`src/rtl/ppu_update_scheduler.sv`:
```
// Buffers CPU sprite-register writes and releases them to the sprite units
// only during vertical blanking, so sprite state never changes mid-frame.
module ppu_update_scheduler #(
    parameter int NUM_SPRITES = 20,
    parameter int DEPTH       = 8,
    parameter int V_ACTIVE    = 480
) (
    input  logic                     clk,
    input  logic                     reset,
    input  logic                     chipselect,
    input  logic                     write,
    input  logic [2:0]               address,
    input  logic [31:0]              writedata,
    output logic                     waitrequest,
    input  logic [9:0]               vcount,
    output logic [NUM_SPRITES-1:0]   spr_we,
    output logic [26:0]              spr_data,
    output logic [15:0]              frame_count,
    output logic [$clog2(DEPTH):0]   fifo_level,
    output logic                     overrun
);

    localparam int AW = $clog2(DEPTH);
    localparam int LW = AW + 1;

    typedef enum logic [1:0] {
        ACTIVE,
        DRAIN,
        DONE
    } state_t;

    state_t                 state;
    state_t                 state_nxt;
    logic [31:0]            mem [DEPTH];
    logic [AW-1:0]          wr_ptr;
    logic [AW-1:0]          rd_ptr;
    logic [LW-1:0]          budget;
    logic [LW-1:0]          budget_nxt;
    logic                   vblank;
    logic                   vblank_q;
    logic                   frame_start;
    logic                   push;
    logic                   pop;
    logic                   ovr_set;
    logic                   ovr_clr;
    logic                   fc_inc;
    logic [31:0]            head;
    logic [4:0]             head_slot;
    logic [NUM_SPRITES-1:0] we_nxt;

    assign waitrequest = (fifo_level == LW'(DEPTH));
    assign push        = chipselect & write & (address == 3'd0) & ~waitrequest;
    assign ovr_clr     = chipselect & write & (address == 3'd1);
    assign vblank      = (vcount >= 10'(V_ACTIVE));
    assign frame_start = vblank & ~vblank_q;
    assign head        = mem[rd_ptr];
    assign head_slot   = head[31:27];

    // Budget is the frame's snapshot; later pushes wait for the next vblank.
    always_comb begin
        state_nxt  = state;
        budget_nxt = budget;
        pop        = 1'b0;
        ovr_set    = 1'b0;
        fc_inc     = 1'b0;
        unique case (state)
            ACTIVE: begin
                if (frame_start) begin
                    budget_nxt = fifo_level;
                    fc_inc     = 1'b1;
                    state_nxt  = DRAIN;
                end
            end
            DRAIN: begin
                if (budget == '0) begin
                    state_nxt = DONE;
                end else if (!vblank) begin
                    ovr_set   = 1'b1;
                    state_nxt = ACTIVE;
                end else begin
                    pop        = 1'b1;
                    budget_nxt = budget - 1'b1;
                end
            end
            DONE: begin
                if (!vblank) state_nxt = ACTIVE;
            end
            default: state_nxt = ACTIVE;
        endcase
    end

    always_comb begin
        we_nxt = '0;
        for (int i = 0; i < NUM_SPRITES; i++) begin
            we_nxt[i] = pop && (32'(head_slot) == i);
        end
    end

    always_ff @(posedge clk) begin
        if (push) mem[wr_ptr] <= writedata;
    end

    always_ff @(posedge clk or posedge reset) begin
        if (reset) begin
            state       <= ACTIVE;
            budget      <= '0;
            wr_ptr      <= '0;
            rd_ptr      <= '0;
            fifo_level  <= '0;
            vblank_q    <= 1'b0;
            spr_we      <= '0;
            spr_data    <= '0;
            frame_count <= '0;
            overrun     <= 1'b0;
        end else begin
            state    <= state_nxt;
            budget   <= budget_nxt;
            vblank_q <= vblank;
            spr_we   <= we_nxt;
            if (push) wr_ptr <= wr_ptr + 1'b1;
            if (pop) begin
                rd_ptr   <= rd_ptr + 1'b1;
                spr_data <= head[26:0];
            end
            case ({push, pop})
                2'b10:   fifo_level <= fifo_level + 1'b1;
                2'b01:   fifo_level <= fifo_level - 1'b1;
                default: fifo_level <= fifo_level;
            endcase
            if (fc_inc) frame_count <= frame_count + 16'd1;
            // A frame overrun outranks a simultaneous CPU clear.
            if (ovr_set) overrun <= 1'b1;
            else if (ovr_clr) overrun <= 1'b0;
        end
    end

endmodule

```
`config.mk`:
```
export PLATFORM = sky130hd
export DESIGN_NAME = ppu_update_scheduler
export DESIGN_NICKNAME = d
export VERILOG_FILES = /design/src/rtl/ppu_update_scheduler.sv
export SDC_FILE = /design/constraint.sdc
export NUM_CORES = 1
export LEC_CHECK = 0
export CAP_MARGIN = 20
export CORE_MARGIN = 4
export CORE_UTILIZATION = 60
export DETAILED_ROUTE_END_ITERATION = 8
export PLACE_DENSITY_LB_ADDON = 0.12
export SYNTH_ARGS = -nofsm -noshare
export SYNTH_HDL_FRONTEND = slang
export SYNTH_SLANG_ARGS = --single-unit
```
`constraint.sdc`:
```
create_clock -name clk -period 11.1 [get_ports clk]
set_input_delay 1.665 -clock clk [delete_from_list [all_inputs] [get_ports clk]]
set_output_delay 1.665 -clock clk [all_outputs]
set_load 0.05 [all_outputs]
```
# Word-level counts from Yosys, hierarchy flattened
# Memory sizes are Yosys's and may differ from the RTL's.
# Index checks and enable logic that the tools add are counted.
dict set report word_totals {
  ff_bits 81
  mem_bits_rw 256
  output_inout_bits 69
  elab_cells 102
  mem_count 1
}
# memory depth width rd rd_ports_with_merged_regs wr line_no
set mem_list {}
lappend mem_list {mem 8 32 1 0 1 34} ;# logic [31:0] mem [DEPTH];
dict set report classes {
  addsub 6
  order_cmp 1
  eq_ne 28
  n_mux 21
  bitwise 7
  n_reduce_logical 28
}
# cell count
set op_table {}
lappend op_table {{5-bit by 4-bit equality test with 1-bit output (second input constant)} 8}
lappend op_table {{5-bit by 3-bit equality test with 1-bit output (second input constant)} 4}
lappend op_table {{5-bit equality test (second input constant)} 4}
lappend op_table {{1-bit logical AND} 20}
lappend op_table {{16-bit by 1-bit adder with 16-bit output (second input constant)} 1}
lappend op_table {{4-bit case mux with 2 select lines} 2}
lappend op_table {{1-bit 2-to-1 mux} 12}
lappend op_table {{4-bit 2-to-1 mux} 3}
lappend op_table {{5-bit by 2-bit equality test with 1-bit output (second input constant)} 2}
lappend op_table {{10-bit by 9-bit >= comparator with 1-bit output (second input constant)} 1}
lappend op_table {{4-bit by 1-bit subtractor with 4-bit output (second input constant)} 2}
lappend op_table {{3-bit by 1-bit adder with 3-bit output (second input constant)} 2}
lappend op_table {{2-bit 2-to-1 mux} 3}
lappend op_table {{2-bit != test (second input constant)} 3}
lappend op_table {{2-bit case mux with 3 select lines} 1}
lappend op_table {{2-bit nonzero test} 3}
lappend op_table {{1-bit bitwise AND} 5}
lappend op_table {{5-bit by 1-bit equality test with 1-bit output (second input constant)} 1}
lappend op_table {{5-bit logical NOT} 1}
lappend op_table {{4-bit by 1-bit adder with 4-bit output (second input constant)} 1}
lappend op_table {{2-bit by 1-bit equality test with 1-bit output (second input constant)} 2}
lappend op_table {{2-bit equality test (second input constant)} 2}
lappend op_table {{4-bit equality test (second input constant)} 1}
lappend op_table {{4-bit logical NOT} 1}
lappend op_table {{other kinds (5)} 6}

# Depth between registers and ports, before layout
dict set report logic_depth {
  word_depth 6
  depth_mapped 13
  ltp_nobuf 12
}

# Worst setup path before layout
# Ideal clock, no wire load.
dict set report synth_path {
  kind {input to register}
  start {input address[2]}
  end {memory mem[1][0], enable pin}
  arrival_ns 4.699
  setup_slack_ns 5.940
  path_stages 4
  cell_sequence {nand4bb_1 nor3_1 nand2_1 nor3_1}
}
dict set report synth_via {
  elab_chain_len 5
}
# item line_no
set synth_lines {}
lappend synth_lines {{start, declared} 12} ;# input logic [2:0] address,
lappend synth_lines {{3-bit logical NOT} 52} ;# assign push = chipselect & write & (address == 3'd0) & ~waitrequest;
lappend synth_lines {{1-bit bitwise AND (2 in series)} 52}
lappend synth_lines {{1-bit 2-to-1 mux} 100} ;# if (push) mem[wr_ptr] <= writedata;
lappend synth_lines {{1-bit 2-to-1 mux (not written as such)} 100}
lappend synth_lines {{end, declared} 34}
# No other way between the ends.

# Final worst setup path
dict set report layout_path {
  start {input address[1]}
  end {memory mem[5][5], enable pin}
}
# Same word-level chain as after synthesis.

==> results.cfg <==
[hold_path]
hold-path-cell-count = 1
hp-start = frame_count[15]$_DFFE_PP0P_
hold-path-endpoint = frame_count[15]$_DFFE_PP0P_
min_path_type = reg2reg

[critical_path]
end_kind = flip-flop
start_kind = input pin
crit_type = in2reg
cp.arrival_ns = 4.40
cp_max_fo = 17
r2r_slack_ns = 7.97
r2r-end = mem[5][5]$_DFFE_PP_
crit-reg2reg-launch = fifo_level[1]$_DFFE_PP0P_
cp.required_ns = 11.27
ff2ff_path_depth = 5

[die]
die_area_sq_mm = 0.02400
core_area_sq_mm = 0.02115
rows = 53
io_pins = 118
die_h_um = 154.9
die_width_um = 154.9
start_util_pct = 61.22

[clocking]
postCtsSetupBuffers = 0
cts_inserted_buffers = 35
clk_latency_ns = 0.51
clkTransAtPathRegs_ns = 0.06
clockBufferDepth = 3
holdBufCountCts = 0
cts_sinks = 337
cts_tree = yes
root_buffer = clkbuf_16
cts_resized = 0
htree_levels = 2

[yosys]
synth-edff-count = 256
ys_async_sr_fraction_pct = 24.04
syn_avg_cell_area_sq_um = 18.77
synth.area.top_cells = edfxtp_1 59%, dfrtp_1 16%, mux4_2 11%
yosysTopAreaCellShare_pct = 59.36
synth_cells = 690
yosys_warnings = 0
synth-seq-cells = 337
ys_types = 48
synth.largest_area_cell = edfxtp_1
synth_nets = 746
syn-cell-area_sq_mm = 0.01295
ys.flop_type = edfxtp_1
yosysSeqAreaShare_pct = 75.01

[sta]
hold_viol_final = 0
clock_skew_ns = 0.01817
finalSetupViolations = 0
hold_slack_ns = 0.4717
slew_violations = 0
fmax_mhz = 236.3
rsz0062_at_grt = false
period_needed_ns = 4.231
worst_pin_slew_ns = 0.9390
slew_headroom_pct = 37.40
period_share_pct = 38.12
finalSetupTns_ns = 0

[drt]
routed_wl_um = 24760
wire_per_inst_um = 21.99
via_per_inst = 5.883
vias = 6624
drc_errors = 0
drtIter0Drc = 375
firstDrtPassIters = 5
antenna_left = 0

[global_routing]
grt_pass1_vias = 6972
grt_antenna_before_repair = 1
grt_usage_pct = 21.21
grt_pass1_wl_um = 38820
grt_overflow = 0
grt_max_degree = 62

[placed_design]
dpl.cell_count = 1061
dp_hpwl_um = 14020
globalplace.congestion = 0.7930
portBuffers = 112

[layout]
final_cells = 1126
post-route-util_pct = 73.39
num-nets-final = 879
drive_gt1_share_pct = 17.20
area_growth_pct = 19.88

[power]
p_leak_nw = 5.388
vdd_drop_max_mv = 0.1681
powerDensity_mw_per_mm2 = 243.4

[job]
maxCapViolations = 0

[status]
outcome = completed
## power breakdown
group | leakage (nW) | internal (mW) | total [mW] | switching (mW)
clock network | 0.548 | 0.670 | 1.11 | 0.441
registers | 3.30 | 1.46 | 1.58 | 0.124
logic | 1.54 | 0.465 | 1.09 | 0.620
## how the worst max path moves through the flow
stage                                to  startpoint  slack [ns]
global placement    mem[5][5]$_DFFE_PP_  address[2]        6.41
detailed placement  mem[5][5]$_DFFE_PP_  address[1]        6.30
CTS                 mem[5][7]$_DFFE_PP_  address[1]        6.81
floorplan           mem[1][0]$_DFFE_PP_  address[2]        5.94
global route        mem[5][7]$_DFFE_PP_  address[1]        6.65
finish              mem[5][5]$_DFFE_PP_  address[1]        6.87
## cells by family (layout without fill, tap and decap cells)
logic type | Yosys count | in the layout | share of synthesized area, %
AOI/OAI and AO/OA | 55 | 55 | 2.493
xor gates and xnor gates | 24 | 24 | 1.623
adders and majority gates | 7 | 7 | 0.6763
buffers and inverters | 44 | 203 | 1.710
DFF | 337 | 337 | 75.01
muxes | 99 | 99 | 13.77
other | 0 | 2 | 0
and+or+nand+nor | 124 | 124 | 4.715
## cells in the final DEF, fill, tap and decap left out, drive strengths merged, types with 3 or more instances in the layout
master	synthesis	routed
xnor2	14	14
o21ai	7	7
a31oi	3	3
edfxtp	256	256
inv	13	13
mux2	7	7
xor2	10	10
ha	7	7
buf	17	14
nand2b	6	6
a21oi	31	31
nand3	8	8
nand4	6	6
nor2b	3	3
clkbuf	13	50
nor3b	4	4
o2111ai	3	3
clkdlybuf4s50	0	112
clkinv	1	12
mux4	62	62
mux2i	30	30
nand2	16	16
nor3	22	22
nor2	47	47
dfrtp	81	81
o211ai	3	3
## registers in the layout, indices dropped and copies added (netlist names)
register	flops
budget	4
fifo_level	4
frame_count	16
mem	256
overrun	1
rd_ptr	3
spr_data	27
spr_we	20
state	2
vblank_q	1
wr_ptr	3
## layout make-up
cell class              count  area (sq um)
clock buffers              50         994.7
flip-flops and latches    337          9721
well taps                 275         344.1
multi-input cells         309          3069
diodes                      2         5.005
fillers                  1279          5629
clock inverters            13         111.4
inverters                  14         53.80
repair buffers            126          1226
## synthesized netlist by cell type (4+ instances only)
cell,number
nor3_1,21
xor2_1,10
mux2i_1,30
dfrtp_1,81
o21ai_0,7
nand2_1,16
nand2b_1,6
a21oi_1,31
clkbuf_1,13
mux2_2,6
inv_1,13
buf_4,5
nor2_1,47
nand4_1,6
nand3_1,8
mux4_2,61
buf_2,6
ha_1,7
buf_6,4
edfxtp_1,256
xnor2_1,14
nor3b_1,4
## per-stage QoR
stage | worst slack, ns | power (mW) | instance area (sq um)
after floorplan | 5.940 | 2.404 | 12950
after global placement | 6.411 | 2.666 | 14410
after detailed placement | 6.299 | 2.694 | 14410
after CTS | 6.814 | 3.814 | 15520
after global routing | 6.653 | 3.955 | 15520
final | 6.869 | 3.778 | 15520
## worst max-delay path, cell delays in order
cell	delay (ns)
clkdlybuf4s50_1	0.40
nand4bb_1	0.20
nor3_1	0.64
nand2_1	0.41
nor2_4	0.63
buf_4	0.42
## routing by layer
layer	vias to the layer above	wire length, um	global-route usage (%)
li1	2969	-	-
met1	3429	9780	27.90
met2	179	13030	36.76
met3	47	1390	3.783
met4	0	566	6.350
met5	-	0	0
No activity file was read; power rests on OpenSTA's default activity.
